===== src/rtl/seg_display_mux_if.sv =====
// Stopwatch digit inputs and multiplexed two-digit 7-segment outputs.
interface seg_display_mux_if;
  logic [3:0] us;
  logic [2:0] zs;
  logic       en;
  logic [6:0] seg;
  logic [1:0] an;
  logic       frame;

  modport master (output us, zs, en, input seg, an, frame);
  modport slave  (input us, zs, en, output seg, an, frame);
endinterface


===== src/rtl/seg_display_mux.sv =====
// Two-digit multiplexed 7-segment driver with dark gaps between digits and a
// per-frame snapshot of the stopwatch value so a frame never mixes two readings.
module seg_display_mux #(
  parameter int REFRESH_DIV = 50000,
  parameter int GAP_CYC     = 16,
  parameter int LZ_BLANK    = 1
) (
  input logic              clk,
  input logic              rst,
  seg_display_mux_if.slave bus
);

  // state | meaning
  // DIG0  | units digit lit
  // GAP0  | all dark between units and tens
  // DIG1  | tens digit lit (or dark when blanked)
  // GAP1  | all dark; leaving it loads the snapshot
  typedef enum logic [1:0] {DIG0, GAP0, DIG1, GAP1} state_t;

  localparam logic [20:0] DIG_LAST = 21'(REFRESH_DIV - 1);
  localparam logic [20:0] GAP_LAST = 21'(GAP_CYC - 1);
  localparam logic [6:0]  DARK     = 7'b1111111;
  localparam logic [6:0]  DASH     = 7'b0111111;

  state_t      state, state_nx;
  logic [20:0] cnt, cnt_nx, last;
  logic [3:0]  snap_u, snap_u_nx;
  logic [2:0]  snap_t, snap_t_nx;
  logic        load;
  logic [1:0]  an_nx;
  logic [6:0]  seg_nx;

  function automatic logic [6:0] encode(input logic [3:0] v);
    case (v)
      4'd0:    encode = 7'b1000000;
      4'd1:    encode = 7'b1111001;
      4'd2:    encode = 7'b0100100;
      4'd3:    encode = 7'b0110000;
      4'd4:    encode = 7'b0011001;
      4'd5:    encode = 7'b0010010;
      4'd6:    encode = 7'b0000010;
      4'd7:    encode = 7'b1111000;
      4'd8:    encode = 7'b0000000;
      4'd9:    encode = 7'b0010000;
      default: encode = DASH;
    endcase
  endfunction

  always_comb begin
    last      = (state == DIG0 || state == DIG1) ? DIG_LAST : GAP_LAST;
    state_nx  = state;
    cnt_nx    = cnt + 21'd1;
    load      = 1'b0;
    if (cnt == last) begin
      cnt_nx = '0;
      case (state)
        DIG0: state_nx = GAP0;
        GAP0: state_nx = DIG1;
        DIG1: state_nx = GAP1;
        GAP1: begin
          state_nx = DIG0;
          load     = 1'b1;
        end
        default: state_nx = GAP1;
      endcase
    end
    snap_u_nx = load ? bus.us : snap_u;
    snap_t_nx = load ? bus.zs : snap_t;

    // Outputs are computed for the state being entered so the registered
    // pins line up with the state the FSM is in during the next cycle.
    an_nx  = 2'b11;
    seg_nx = DARK;
    if (bus.en) begin
      if (state_nx == DIG0) begin
        an_nx  = 2'b10;
        seg_nx = encode(snap_u_nx);
      end else if (state_nx == DIG1 && !(LZ_BLANK != 0 && snap_t_nx == 3'd0)) begin
        an_nx  = 2'b01;
        seg_nx = (snap_t_nx > 3'd5) ? DASH : encode({1'b0, snap_t_nx});
      end
    end
  end

  always_ff @(posedge clk or negedge rst) begin
    if (!rst) begin
      state     <= GAP1;
      cnt       <= '0;
      snap_u    <= '0;
      snap_t    <= '0;
      bus.an    <= 2'b11;
      bus.seg   <= DARK;
      bus.frame <= 1'b0;
    end else begin
      state     <= state_nx;
      cnt       <= cnt_nx;
      snap_u    <= snap_u_nx;
      snap_t    <= snap_t_nx;
      bus.an    <= an_nx;
      bus.seg   <= seg_nx;
      bus.frame <= load;
    end
  end

endmodule


===== src/flat_wrapper.sv =====
// flat-port wrapper written by rule: the top's interface ports become plain ports
module seg_display_mux_flat 
#(
  parameter int REFRESH_DIV = 50000,
  parameter int GAP_CYC     = 16,
  parameter int LZ_BLANK    = 1
)
  (clk, rst, bus_us, bus_zs, bus_en, bus_seg, bus_an, bus_frame);
  seg_display_mux_if bus_i ();
  input logic clk;
  input logic rst;
  input wire logic [$bits(bus_i.us)-1:0] bus_us;
  input wire logic [$bits(bus_i.zs)-1:0] bus_zs;
  input wire logic [$bits(bus_i.en)-1:0] bus_en;
  output wire logic [$bits(bus_i.seg)-1:0] bus_seg;
  output wire logic [$bits(bus_i.an)-1:0] bus_an;
  output wire logic [$bits(bus_i.frame)-1:0] bus_frame;
  assign bus_i.us = bus_us;
  assign bus_i.zs = bus_zs;
  assign bus_i.en = bus_en;
  assign bus_seg = bus_i.seg;
  assign bus_an = bus_i.an;
  assign bus_frame = bus_i.frame;
  seg_display_mux #(.REFRESH_DIV(REFRESH_DIV), .GAP_CYC(GAP_CYC), .LZ_BLANK(LZ_BLANK)) u_core (.clk(clk), .rst(rst), .bus(bus_i));
endmodule

===== config.mk =====
export PLATFORM = sky130hd
export DESIGN_NAME = seg_display_mux_flat
export DESIGN_NICKNAME = d
export VERILOG_FILES = /design/src/rtl/seg_display_mux_if.sv /design/src/rtl/seg_display_mux.sv /design/src/flat_wrapper.sv
export SDC_FILE = /design/constraint.sdc
export NUM_CORES = 1
export LEC_CHECK = 0
export ABC_AREA = 0
export CORE_MARGIN = 3
export CORE_UTILIZATION = 40
export DETAILED_ROUTE_END_ITERATION = 8
export GPL_ROUTABILITY_DRIVEN = 0
export PLACE_DENSITY_LB_ADDON = 0.12
export RECOVER_POWER = 50
export SYNTH_ARGS = -nofsm -noshare
export SYNTH_HDL_FRONTEND = slang
export SYNTH_SLANG_ARGS = --single-unit

===== constraint.sdc =====
create_clock -name clk -period 6.5 [get_ports clk]
set_input_delay 0.975 -clock clk [delete_from_list [all_inputs] [get_ports clk]]
set_output_delay 0.975 -clock clk [all_outputs]
set_load 0.02 [all_outputs]

# Word level (Yosys, flattened, before mapping)

Memories as Yosys holds them, arrays and structs flattened.
Index checks and enable logic that the tools add are counted.

Bits in read-only memories: 168
Output and inout bits: 10
Register bits after elaboration: 40
Bits in writable memories: 0
Bits in latches: 0
Input port bits: 10
Word-level logic and storage cells: 37
Memories kept: 2

$add $sub $neg: 1
Mux-type cells: 15
Order comparisons: 1
Shift operators: 0
Divide/modulo/power cells: 0
Bitwise operators: 0
Multipliers: 0
Equal/unequal tests: 5
Reduce and logical (&&, ||, !) cells: 6

Memories:

| name            | depth | bits a word | rd ports | clocked after memory_dff | write ports | line                  | text |
|---|---|---|---|---|---|---|---|
| (no name shown) | 16    | 7           | 1        | 0                        | 0           | seg_display_mux.sv:34 | `case (v)` |
| (no name shown) | 8     | 7           | 1        | 0                        | 0           | seg_display_mux.sv:34 |  |

Operators with widths:

| cell                                                | number |
|---|---|
| two-way mux 7 bit                                   | 4 |
| adder 21 x 1 -> 21 bit, second input constant       | 1 |
| equality test 21 bit                                | 1 |
| two-way mux 21 bit                                  | 1 |
| two-way mux 16 bit                                  | 1 |
| two-way mux 2 bit                                   | 4 |
| case mux 2 bit (4 select lines)                     | 1 |
| equality test 2 bit, second input constant          | 3 |
| logical NOT 2 bit                                   | 2 |
| two-way mux 4 bit                                   | 1 |
| > comparator 3 bit, second input constant           | 1 |
| logical NOT 3 bit                                   | 1 |
| two-way mux 3 bit                                   | 1 |
| equality test 2 x 1 -> 1 bit, second input constant | 1 |
| two-way mux 1 bit                                   | 2 |
| logical AND 1 bit                                   | 1 |
| logical NOT 1 bit                                   | 1 |
| logical OR 1 bit                                    | 1 |

# Logic depth before layout (Yosys ltp)

Gate-level depths: netlist of run 1.

Word-level depth: 12
Depth in mapped cells: 12
Depth with buffers taken out: 10

# Worst setup path before layout of run 1

No wires, ideal clock.

Path kind: register -> register
Start point: register u_core.cnt[0]
End point: register u_core.bus.seg[3]
Cell stages (with the launch flop): 12
Data required time: 6.402 ns
Slack: 3.923 ns
Buffers on the path: 2
Arrival: 2.479 ns
Library setup time: 0.098 ns
Clock period less this slack: 2.577 ns
Cells stage by stage: dfrtp_1 -> ha_1 -> and3_1 -> nand4_1 -> a211o_1 -> buf_6 -> buf_2 -> mux2i_1 -> ha_1 -> inv_1 -> mux2i_1 -> o311ai_1

Word-level cells in the longest chain between the ends: 9
Elaborated cells on any way between the ends: 17
Classes of those cells: order compare: 1; eq/ne: 2; mux: 8; reduce/logical: 4; memory: 2

RTL lines:

| what                                                                       | line                     | text |
|---|---|---|
| start: declaration                                                         | seg_display_mux.sv:26    | `logic [20:0] cnt, cnt_nx, last;` |
| start signal: assignment                                                   | seg_display_mux.sv:96    | `cnt <= cnt_nx;` |
| equality test 21 bit *                                                     | seg_display_mux.sv:54    | `if (cnt == last) begin` |
| parallel branches: the longest is 6 deep, another holds memory (8 x 7 bit) | --                       |  |
| two-way mux 7 bit *                                                        | seg_display_mux.sv:75    | `if (state_nx == DIG0) begin` |
| two-way mux 7 bit *                                                        | seg_display_mux.sv:74    | `if (bus.en) begin` |
| named net u_core.seg_nx[3]                                                 | seg_display_mux.sv:31    | `logic [6:0] seg_nx;` |
| end signal: assignment                                                     | seg_display_mux.sv:100   | `bus.seg <= seg_nx;` |
| end: declaration                                                           | seg_display_mux_if.sv:11 | `modport slave (input us, zs, en, output seg, an, frame);` |

Mark *: on every way through the listed nets, which the timed path passes.

# Final worst setup path of run 1

Start point: register u_core.cnt[8]
End point: register u_core.bus.seg[6]

Elaborated cells on any way between the ends: 17
Classes of those cells: order compare: 1; eq/ne: 2; mux: 8; reduce/logical: 4; memory: 2

RTL lines:

| what                         | line                  | text |
|---|---|---|
| equality test 21 bit *       | seg_display_mux.sv:54 |  |
| two-way mux 2 bit *          | seg_display_mux.sv:54 |  |
| named net u_core.state_nx[1] | seg_display_mux.sv:25 | `state_t state, state_nx;` |
| equality test 2 bit          | seg_display_mux.sv:78 | `end else if (state_nx == DIG1 && !(LZ_BLANK != 0 && snap_t_nx == 3'd0)) begin` |
| logical AND 1 bit            | seg_display_mux.sv:78 |  |
| two-way mux 7 bit            | seg_display_mux.sv:78 |  |
| two-way mux 7 bit *          | seg_display_mux.sv:75 |  |
| two-way mux 7 bit *          | seg_display_mux.sv:74 |  |
| named net u_core.seg_nx[6]   | seg_display_mux.sv:31 |  |

The timed path passes the listed nets; every way through them passes the cells marked *.

==> results of run 1 <==
-- logic make-up after synthesis --
kind of cell / count (synthesis)
AOI/OAI and AO/OA: 39
buffers and inverters: 18
adders and majority gates: 9
muxes: 14
and+or+nand+nor: 88
DFF: 40
xor gates and xnor gates: 20
-- sequential cells by signal, summed over array words and instances, names as in the netlist --
| name | cells |
|---|---|
| u_core.bus.an | 2 |
| u_core.bus.frame | 1 |
| u_core.bus.seg | 7 |
| u_core.cnt | 21 |
| u_core.snap_t | 3 |
| u_core.snap_u | 4 |
| u_core.state | 2 |
-- critical path: cells and delay by family (launching register included) --
| kind | cells | cell delay (ps) |
|---|---|---|
| buffers and inverters | 1 | 200 |
| muxes | 1 | 690 |
| DFF | 1 | 450 |
| AOI/OAI and AO/OA | 3 | 1210 |
| and+or+nand+nor | 2 | 540 |
-- worst min path at each step --
| stage | start | end | slack [ps] | depth (start not counted) |
|---|---|---|---|---|
| after floorplan | u_core.cnt[20]$_DFF_PN0_ | u_core.cnt[20]$_DFF_PN0_ | 460 | 1 |
| after detailed placement | u_core.cnt[20]$_DFF_PN0_ | u_core.cnt[20]$_DFF_PN0_ | 490 | 1 |
| final | u_core.cnt[20]$_DFF_PN0_ | u_core.cnt[20]$_DFF_PN0_ | 500 | 1 |
| after global routing | u_core.cnt[20]$_DFF_PN0_ | u_core.cnt[20]$_DFF_PN0_ | 530 | 1 |
| after global placement | u_core.cnt[0]$_DFF_PN0_ | u_core.cnt[0]$_DFF_PN0_ | 480 | 1 |
| after CTS | u_core.cnt[20]$_DFF_PN0_ | u_core.cnt[20]$_DFF_PN0_ | 500 | 1 |
-- cells in the final DEF, fill, tap and decap left out, drive strengths merged, types with 2 or more instances in the layout --
cell           instances
o311ai                 3
nor2                  17
o21ai                 11
inv                   14
nor4                   4
nand4                  8
o211ai                 5
nand2b                 2
mux2i                 12
and3                   5
xnor2                 11
clkdlybuf4s50         18
xor2                   9
nor2b                  6
mux2                   2
nor3                   4
nand3                 11
clkbuf                 6
dfstp                 11
ha                     9
and4                   3
a21oi                 14
dfrtp                 29
nand2                 23
-- layer usage --
layer  up-vias  part of all wire  track usage
li1        844                 -            -
met1       812              0.48       0.2069
met2        34              0.48       0.2471
met3         5             0.038      0.03326
met4         0            0.0075      0.03547
met5         -                 0            0
-- cell type report --
type | count | share of cell area
multi-input cells | 170 | 0.4441
clock inverters | 3 | 0.01631
inverters | 14 | 0.02014
flip-flops and latches | 40 | 0.3890
clock buffers | 5 | 0.02638
well taps | 70 | 0.03357
repair buffers | 19 | 0.07050
-- per-stage QoR --
step | utilization | hold slack (ps) | setup WS [ps] | std cells
finish | 0.4950 | 502.1 | 3301 | 321
detailed placement | 0.4741 | 490.6 | 3292 | 313
global route | 0.4950 | 528.4 | 2948 | 321
global placement | 0.4741 | 484.6 | 3284 | 313
floorplan | - | 461.3 | 3923 | 228
CTS | 0.4953 | 503.4 | 3275 | 321
-- power by group through the flow --
stage / clock network (µW) / logic [µW] / registers [µW]
floorplan: 0 / 16.9 / 267
global placement: 0 / 44.2 / 263
detailed placement: 0 / 43.9 / 263
CTS: 205 / 44.0 / 259
global route: 217 / 48.5 / 259
finish: 199 / 43.6 / 259
==> flow_metrics.py, run 1 <==
metrics = {
    "placement": {
        "dpl_cell_area_um2": 2499,
        "io_buffers": 19,
        "dp_hpwl_um": 3374,
    },
    "cts": {
        "cts_tree": "built",
        "clockBufferDepth": 2,
        "cts-root-buf": "clkbuf_8",
        "numCtsBuffers": 5,
        "postCtsSetupBuffers": 0,
        "ctsResizeCount": 0,
        "ctsHoldBuffers": 0,
        "ctsHtreeMaxLevel": 2,
        "worstSkewPairLatency_ps": 290,
        "cts.sinks": 40,
        "path_clk_slew_ps": 80,
    },
    "drt": {
        "via_per_inst": 5.280,
        "drt-total-wl_um": 4513,
        "ant_nets": 0,
        "dr.pass1.iters": 4,
        "wl_per_cell_um": 14.06,
        "drt_iter0_drc": 110,
        "vias": 1695,
        "route.detailed.drc": 0,
    },
    "timing": {
        "period_share": 0.4922,
        "fin_crit_ps": 3199,
        "hold_violations": 0,
        "max_freq_mhz": 312.6,
        "report.final.slew_viol_count": 41,
        "max_slew.worst_pin.slew_ps": 2080,
        "skew_ps": 11.20,
        "maxSlewHeadroom": -0.3869,
        "grt_setup_unrepaired": "no",
        "setup_viol_count_final": 0,
        "setup_tns_ps": 0,
    },
    "run_status": {
        "violations": "max-capacitance violations, max-slew violations",
        "status": "finished, violations left",
    },
    "cells_and_area": {
        "seqCellArea_um2": 1015,
        "fin_area_um2": 2609,
        "drive_gt1_frac": 0.1116,
        "diodes": 0,
        "synthToLayoutAreaGrowth_pct": 15.96,
        "multiInputGateArea_um2": 1159,
        "nets": 269,
        "nFillCells": 504,
    },
    "logic_synthesis": {
        "avgSynthCellArea_um2": 9.867,
        "synth_common_cells": "29 x dfrtp_1, 23 x nand2_1, 17 x nor2_1",
        "synthArstFlopShare": 1.000,
        "synth.most_common_cell": "dfrtp_1",
        "synth_xor_xnor_area_share": 0.07786,
        "yosysTopAreaCellShare": 0.3226,
        "synthSimpleGateAreaFrac": 0.2086,
        "ys_ff_latch": 40,
        "synth.distinct_cells": 41,
        "synth_flop_cell": "dfrtp_1",
        "synth-seq-area-share": 0.4511,
        "synthMuxAreaShare": 0.06674,
        "synthCells": 228,
        "synth_top_family_by_area": "simple AND/OR/NAND/NOR gates",
        "synth_area_leader_cell": "dfrtp_1",
        "ys_warn_count": 0,
        "synth_compound_area_frac": 0.1118,
        "synth_fp_nets": 247,
        "netlist_area_um2": 2250,
        "synth-edff-count": 0,
        "synth_fa_ha_area_frac": 0.05006,
        "synth.area.top_cells": "dfrtp_1 32%, dfstp_2 13%, mux2i_1 5.3%",
    },
    "floorplan": {
        "rows": 26,
        "dieWidth_um": 81.00,
        "io_pins": 20,
        "dieArea_um2": 6560,
        "core_um2": 5270,
        "die_y_um": 81.00,
        "initial_core_util": 0.4269,
    },
    "power": {
        "p_int_uw": 388.3,
        "p_comb_frac": 0.087,
        "power.leakage_uw": 0.001140,
        "p_total_uw": 501.5,
        "pwr-share-clk": 0.397,
        "p_switching_uw": 113.1,
        "seqPwrFrac": 0.516,
        "swShare": 0.2256,
        "peakVddDrop_uv": 124.9,
        "powerDensity_nw_per_um2": 192.2,
    },
    "hold_path": {
        "hold_path_class": "reg -> reg",
    },
    "setup_path": {
        "cp_slowest_cell": "a21oi_1",
        "cp-start-kind": "register",
        "path_cells": "nor4_1 > nand3b_1 > a21oi_1 > mux2i_1 > inv_2 > o21ai_0 > o311ai_2",
        "cp.required_ps": 6670,
        "worstPathArrival_ps": 3370,
        "reg2reg_depth": 7,
        "rr_startpoint": "u_core.cnt[8]$_DFF_PN0_",
        "worst_setup_path_end_kind": "register",
        "rr_endpoint": "u_core.bus.seg[6]$_DFF_PN1_",
        "critPathMaxStageDelay_ps": 900,
        "crit_start": "u_core.cnt[8]$_DFF_PN0_",
        "critPathCapture": "u_core.bus.seg[6]$_DFF_PN1_",
        "crit_path_max_fanout": 13,
        "crit_type": "reg -> reg",
        "r2r_slack_ps": 3300,
    },
    "global_routing": {
        "grt_pass1_wl_um": 7686,
        "grt-ovfl-total": 0,
        "grt_usage": 0.1522,
        "grt_max_degree": 41,
        "grt_pass1_vias": 1617,
        "antenna_found_initial": 0,
    },
    "flow_run": {
        "maxCapViolations": 1,
    },
}
No activity file was read; power rests on OpenSTA's default activity.
==> run 2, diff against run 1 <==
==> constraint.sdc (replaced) <==
create_clock -name clk -period 3 [get_ports clk]
set_input_delay 0.45 -clock clk [delete_from_list [all_inputs] [get_ports clk]]
set_output_delay 0.45 -clock clk [all_outputs]
set_load 0.02 [all_outputs]
==> run 2 against run 1 <==
Net effect: the flow still finishes with violations (max-capacitance violations, max-slew violations); clock-buffer cell count up 3; worst setup slack got worse by 2900 ps; via count increased by 1.7%; maximum frequency up 22%; register-to-register slack worse by 2900 ps; critical path type unchanged; largest power group unchanged.
==> flow_metrics.py, run 2 (same netlist as run 1, synthesis figures left out) <==
metrics = {
    "cts": {
        "ctsHtreeMaxLevel": 2,
        "numCtsBuffers": 5,
        "postCtsSetupBuffers": 0,
        "worstSkewPairLatency_ps": 290,
        "cts.sinks": 40,
        "ctsResizeCount": 0,
        "path_clk_slew_ps": 80,
        "clockBufferDepth": 2,
        "cts_tree": "built",
        "ctsHoldBuffers": 0,
        "cts-root-buf": "clkbuf_8",
    },
    "cells_and_area": {
        "largest_reg_flops": 21,
        "largest_registers": "u_core.cnt (21), u_core.bus.seg (7), u_core.snap_u (4)",
        "fin_area_um2": 2625,
        "layout_common_cells": "29 x dfrtp_1, 23 x nand2_1, 18 x clkdlybuf4s50_1",
        "diodes": 0,
        "layout.cells.most_common": "dfrtp_1",
        "final_util": 0.4981,
        "synthToLayoutAreaGrowth_pct": 16.69,
        "drive_gt1_frac": 0.1211,
        "layout.cells.non_filler": 326,
        "nets": 274,
        "top_register": "u_core.cnt",
        "nFillCells": 519,
    },
    "timing": {
        "max_freq_mhz": 381.5,
        "setup_viol_count_final": 0,
        "fin_crit_ps": 2621,
        "setup_tns_ps": 0,
        "period_share": 0.8736,
        "grt_setup_unrepaired": "no",
        "hold_violations": 0,
        "skew_ps": 7.256,
        "maxSlewHeadroom": -0.4088,
        "layout_setup_ws_ps": 379.1,
        "max_slew.worst_pin.slew_ps": 2113,
        "report.final.slew_viol_count": 41,
    },
    "floorplan": {
        "initial_core_util": 0.4269,
        "rows": 26,
        "io_pins": 20,
        "core_um2": 5270,
        "die_y_um": 81.00,
        "dieArea_um2": 6560,
        "dieWidth_um": 81.00,
    },
    "setup_path": {
        "cp-start-kind": "register",
        "path_delay_family": "compound AO/OA/AOI/OAI gates",
        "cp.required_ps": 3200,
        "r2r_slack_ps": 380,
        "worstPathArrival_ps": 2830,
        "crit_path_max_fanout": 6,
        "cp_slowest_cell": "a211o_1",
        "critPathMaxStageDelay_ps": 450,
        "worst_setup_path_end_kind": "register",
        "crit_type": "reg -> reg",
        "crit_top_cell": "ha_1",
        "cp.buffers_inverters": 1,
        "path_cells": "ha_1 > and3_1 > nand4_1 > a211o_1 > mux2i_1 > inv_1 > ha_1 > o21ai_0 > o211ai_1",
    },
    "drt": {
        "drt-total-wl_um": 4907,
        "drt_iter0_drc": 88,
        "ant_nets": 0,
        "via_per_inst": 5.288,
        "wl_per_cell_um": 15.05,
        "dr.pass1.iters": 4,
        "vias": 1724,
        "route.detailed.drc": 0,
    },
    "placement": {
        "dp_cells": 318,
        "dp_hpwl_um": 3616,
        "io_buffers": 19,
        "place_ws_ps": 382.6,
        "dpl_cell_area_um2": 2536,
    },
    "global_routing": {
        "grt_pass1_wl_um": 8280,
        "grt_max_degree": 41,
        "grt_pass1_vias": 1714,
        "grt_usage": 0.1654,
        "antenna_found_initial": 0,
        "grt-ovfl-total": 0,
    },
    "hold_path": {
        "hold_path_class": "reg -> reg",
    },
    "power": {
        "powerDensity_nw_per_um2": 391.4,
        "peakVddDrop_uv": 244.8,
        "power.leakage_uw": 0.001155,
    },
    "run_status": {
        "violations": "max-capacitance violations, max-slew violations",
        "status": "finished, violations left",
    },
    "flow_run": {
        "maxCapViolations": 1,
    },
}
[run 2: final timing paths]
check / cells after the start / start / end
setup reg to reg: 9 / u_core.cnt[0]$_DFF_PN0_ / u_core.bus.seg[5]$_DFF_PN1_
hold reg to reg: 1 / u_core.cnt[0]$_DFF_PN0_ / u_core.cnt[0]$_DFF_PN0_
max in group asynchronous: 1 / rst / u_core.cnt[7]$_DFF_PN0_
min in group asynchronous: 1 / rst / u_core.snap_u[1]$_DFF_PN0_
setup / recovery: 9 / u_core.cnt[0]$_DFF_PN0_ / u_core.bus.seg[5]$_DFF_PN1_
hold / removal: 1 / u_core.cnt[0]$_DFF_PN0_ / u_core.cnt[0]$_DFF_PN0_
[run 2: cell type report]
cell class | instances | area [µm²] | share of cell area
clock buffers | 8 | 90.09 | 0.03432
inverters | 14 | 52.55 | 0.02002
multi-input cells | 170 | 1159 | 0.4414
flip-flops and latches | 40 | 1015 | 0.3866
well taps | 70 | 87.58 | 0.03337
repair buffers | 24 | 221.5 | 0.08437
[run 2: through the flow]
step	total power [µW]	hold WS (ps)
2_1_floorplan	615.1	154.4
3_3_place_gp	668.6	484.8
3_5_place_dp	668.4	496.4
4_1_cts	1042	315.1
5_1_grt	1069	520.6
6_report	1027	504.7
[run 2: worst reg2reg max path: cells and delay by family, from the launching register on]
family,cells,cell delay (ps)
mux,1,360
flops,1,400
compound gates,3,760
simple gates,2,400
fa+ha+maj,2,480
buf+inv,1,140
[run 2: metal layers]
layer	vias to the layer above	GRT usage	routed length, µm
met2	32	0.2882	2469
met3	2	0.03326	174
met1	839	0.2095	2243
li1	851	-	-
met5	-	0	0
met4	0	0.04054	20
[run 2: where the power goes]
| group | internal, µW | switching [µW] | total (µW) |
|---|---|---|---|
| Combinational | 41.9 | 54.8 | 96.7 |
| Sequential | 554 | 5.63 | 560 |
| Clock | 188 | 183 | 371 |
| Total | 784 | 243 | 1030 |
==> run 3, diff against run 2 <==
--- a/config.mk
+++ b/config.mk
@@ -6,7 +6,7 @@
 export NUM_CORES = 1
 export LEC_CHECK = 0
 export ABC_AREA = 0
-export CORE_MARGIN = 3
+export CORE_MARGIN = 10
 export CORE_UTILIZATION = 40
 export DETAILED_ROUTE_END_ITERATION = 8
 export GPL_ROUTABILITY_DRIVEN = 0
==> constraint.sdc (replaced) <==
create_clock -name clk -period 3 [get_ports clk]
set_input_delay 0.45 -clock clk [delete_from_list [all_inputs] [get_ports clk]]
set_output_delay 0.45 -clock clk [all_outputs]
set_load 0.1 [all_outputs]
==> run 3 against run 2 <==
Net effect: the run still ends with max-capacitance violations, max-slew violations left; final cell count up 0.61%; flip-flop and latch count is the same; clock skew up 1.8 ps; combinational power increased by 42%; first-iteration DRC count is 41% lower; maximum frequency grew 0.76%; sequential share of layout area is 0.52 points higher; power increased by 1.4%; non-clock buffer count is the same; final area shrank 1.3%.
==> flow_metrics.py, run 3 (same netlist as run 1, synthesis figures left out) <==
metrics = {
    "run_status": {
        "status": "finished, violations left",
        "violations": "max-capacitance violations, max-slew violations",
    },
    "cts": {
        "postCtsSetupBuffers": 0,
        "cts.sinks": 40,
        "worstSkewPairLatency_ps": 290,
        "numCtsBuffers": 5,
        "cts_tree": "built",
        "cts-root-buf": "clkbuf_8",
        "ctsHtreeMaxLevel": 2,
        "ctsResizeCount": 0,
        "clockBufferDepth": 2,
        "path_clk_slew_ps": 80,
        "ctsHoldBuffers": 0,
    },
    "cells_and_area": {
        "top_register": "u_core.cnt",
        "layout.cells.most_common": "dfrtp_1",
        "synthToLayoutAreaGrowth_pct": 15.13,
        "layout_common_cells": "29 x dfrtp_1, 23 x nand2_1, 17 x nor2_1",
        "nets": 274,
        "fin_area_um2": 2590,
        "drive_gt1_frac": 0.1563,
        "largest_reg_flops": 21,
        "diodes": 0,
        "largest_registers": "u_core.cnt (21), u_core.bus.seg (7), u_core.snap_u (4)",
        "final_util": 0.4733,
    },
    "drt": {
        "route.detailed.drc": 0,
        "wl_per_cell_um": 14.74,
        "dr.pass1.iters": 4,
        "via_per_inst": 5.180,
        "drt-total-wl_um": 4835,
        "ant_nets": 0,
        "vias": 1699,
        "drt_iter0_drc": 52,
    },
    "global_routing": {
        "grt_usage": 0.1148,
        "grt_pass1_vias": 1739,
        "grt-ovfl-total": 0,
        "grt_pass1_wl_um": 8148,
        "antenna_found_initial": 0,
        "grt_max_degree": 41,
    },
    "setup_path": {
        "crit_start": "u_core.cnt[0]$_DFF_PN0_",
        "crit_type": "reg -> reg",
        "worstPathArrival_ps": 2780,
        "cp-start-kind": "register",
        "rr_startpoint": "u_core.cnt[0]$_DFF_PN0_",
        "crit_path_max_fanout": 5,
        "cp.required_ps": 3180,
        "worst_setup_path_end_kind": "register",
    },
    "placement": {
        "dp_hpwl_um": 3615,
        "io_buffers": 19,
        "dpl_cell_area_um2": 2514,
    },
    "timing": {
        "fin_crit_ps": 2601,
        "setup_tns_ps": 0,
        "hold_violations": 0,
        "max_slew.worst_pin.slew_ps": 2214,
        "period_share": 0.8671,
        "report.final.slew_viol_count": 41,
        "setup_viol_count_final": 0,
        "maxSlewHeadroom": -0.4760,
        "skew_ps": 9.083,
        "holdWs_ps": 499.4,
        "max_freq_mhz": 384.4,
        "grt_setup_unrepaired": "no",
    },
    "floorplan": {
        "die_y_um": 95.00,
        "core_um2": 5473,
        "dieArea_um2": 9024,
        "initial_core_util": 0.4111,
        "dieWidth_um": 95.00,
        "rows": 27,
        "io_pins": 20,
    },
    "power": {
        "p_int_uw": 756.5,
        "peakVddDrop_uv": 226.6,
        "p_comb_frac": 0.131,
        "power.leakage_uw": 0.001153,
        "powerDensity_nw_per_um2": 402.3,
        "seqPwrFrac": 0.538,
        "swShare": 0.2740,
        "p_total_uw": 1042,
        "pwr-share-clk": 0.331,
        "p_switching_uw": 285.5,
    },
    "hold_path": {
        "hold_path_class": "reg -> reg",
        "worstHoldStart": "u_core.cnt[20]$_DFF_PN0_",
    },
    "flow_run": {
        "maxCapViolations": 1,
    },
}
[run 3: worst max-delay path: stages, from the launching register on]
cell and delay, ps:
dfrtp_1 410, ha_1 240, and3_1 230, nand4_1 170
a211o_1 390, mux2i_1 350, ha_1 310, inv_1 60
mux2i_1 60, o311ai_1 270
[run 3: power groups by stage]
stage	logic [µW]	clock network [µW]	registers, µW
floorplan	36.5	0	624
global placement	138	0	571
detailed placement	139	0	570
CTS	139	360	560
global route	147	381	562
finish	137	345	560
[run 3: metal layers]
| metal | GRT usage | vias up | wire (µm) |
|---|---|---|---|
| li1 | - | 855 | - |
| met1 | 0.1351 | 808 | 2228 |
| met2 | 0.1876 | 27 | 2303 |
| met3 | 0.03569 | 9 | 191 |
| met4 | 0.05237 | 0 | 111 |
| met5 | 0 | - | 0 |
[run 3: final timing paths]
kind	end	slack (ps)	cells after the start
max	u_core.bus.seg[3]$_DFF_PN1_	400	9
min in group asynchronous	u_core.cnt[1]$_DFF_PN0_	810	1
max reg2reg	u_core.bus.seg[3]$_DFF_PN1_	400	9
min reg2reg	u_core.cnt[20]$_DFF_PN0_	500	1
min	u_core.cnt[20]$_DFF_PN0_	500	1
max in group asynchronous	u_core.cnt[8]$_DFF_PN0_	930	1
[run 3: final cells by class]
cell class	instances	area, µm²
fill	564	2883
multi-input combinational	170	1159
sequential	40	1015
timing repair buffer	24	192.7
tap	72	90.09
clock buffer	7	76.32
inverter	14	52.55
clock inverter	1	5.005
[run 3: per-stage QoR]
stage / setup slack (ps) / cells
after CTS: 375.7 / 328
after floorplan: 422.6 / 228
final: 398.8 / 328
after detailed placement: 398.4 / 320
after global routing: 149.1 / 328
after global placement: 474.5 / 320
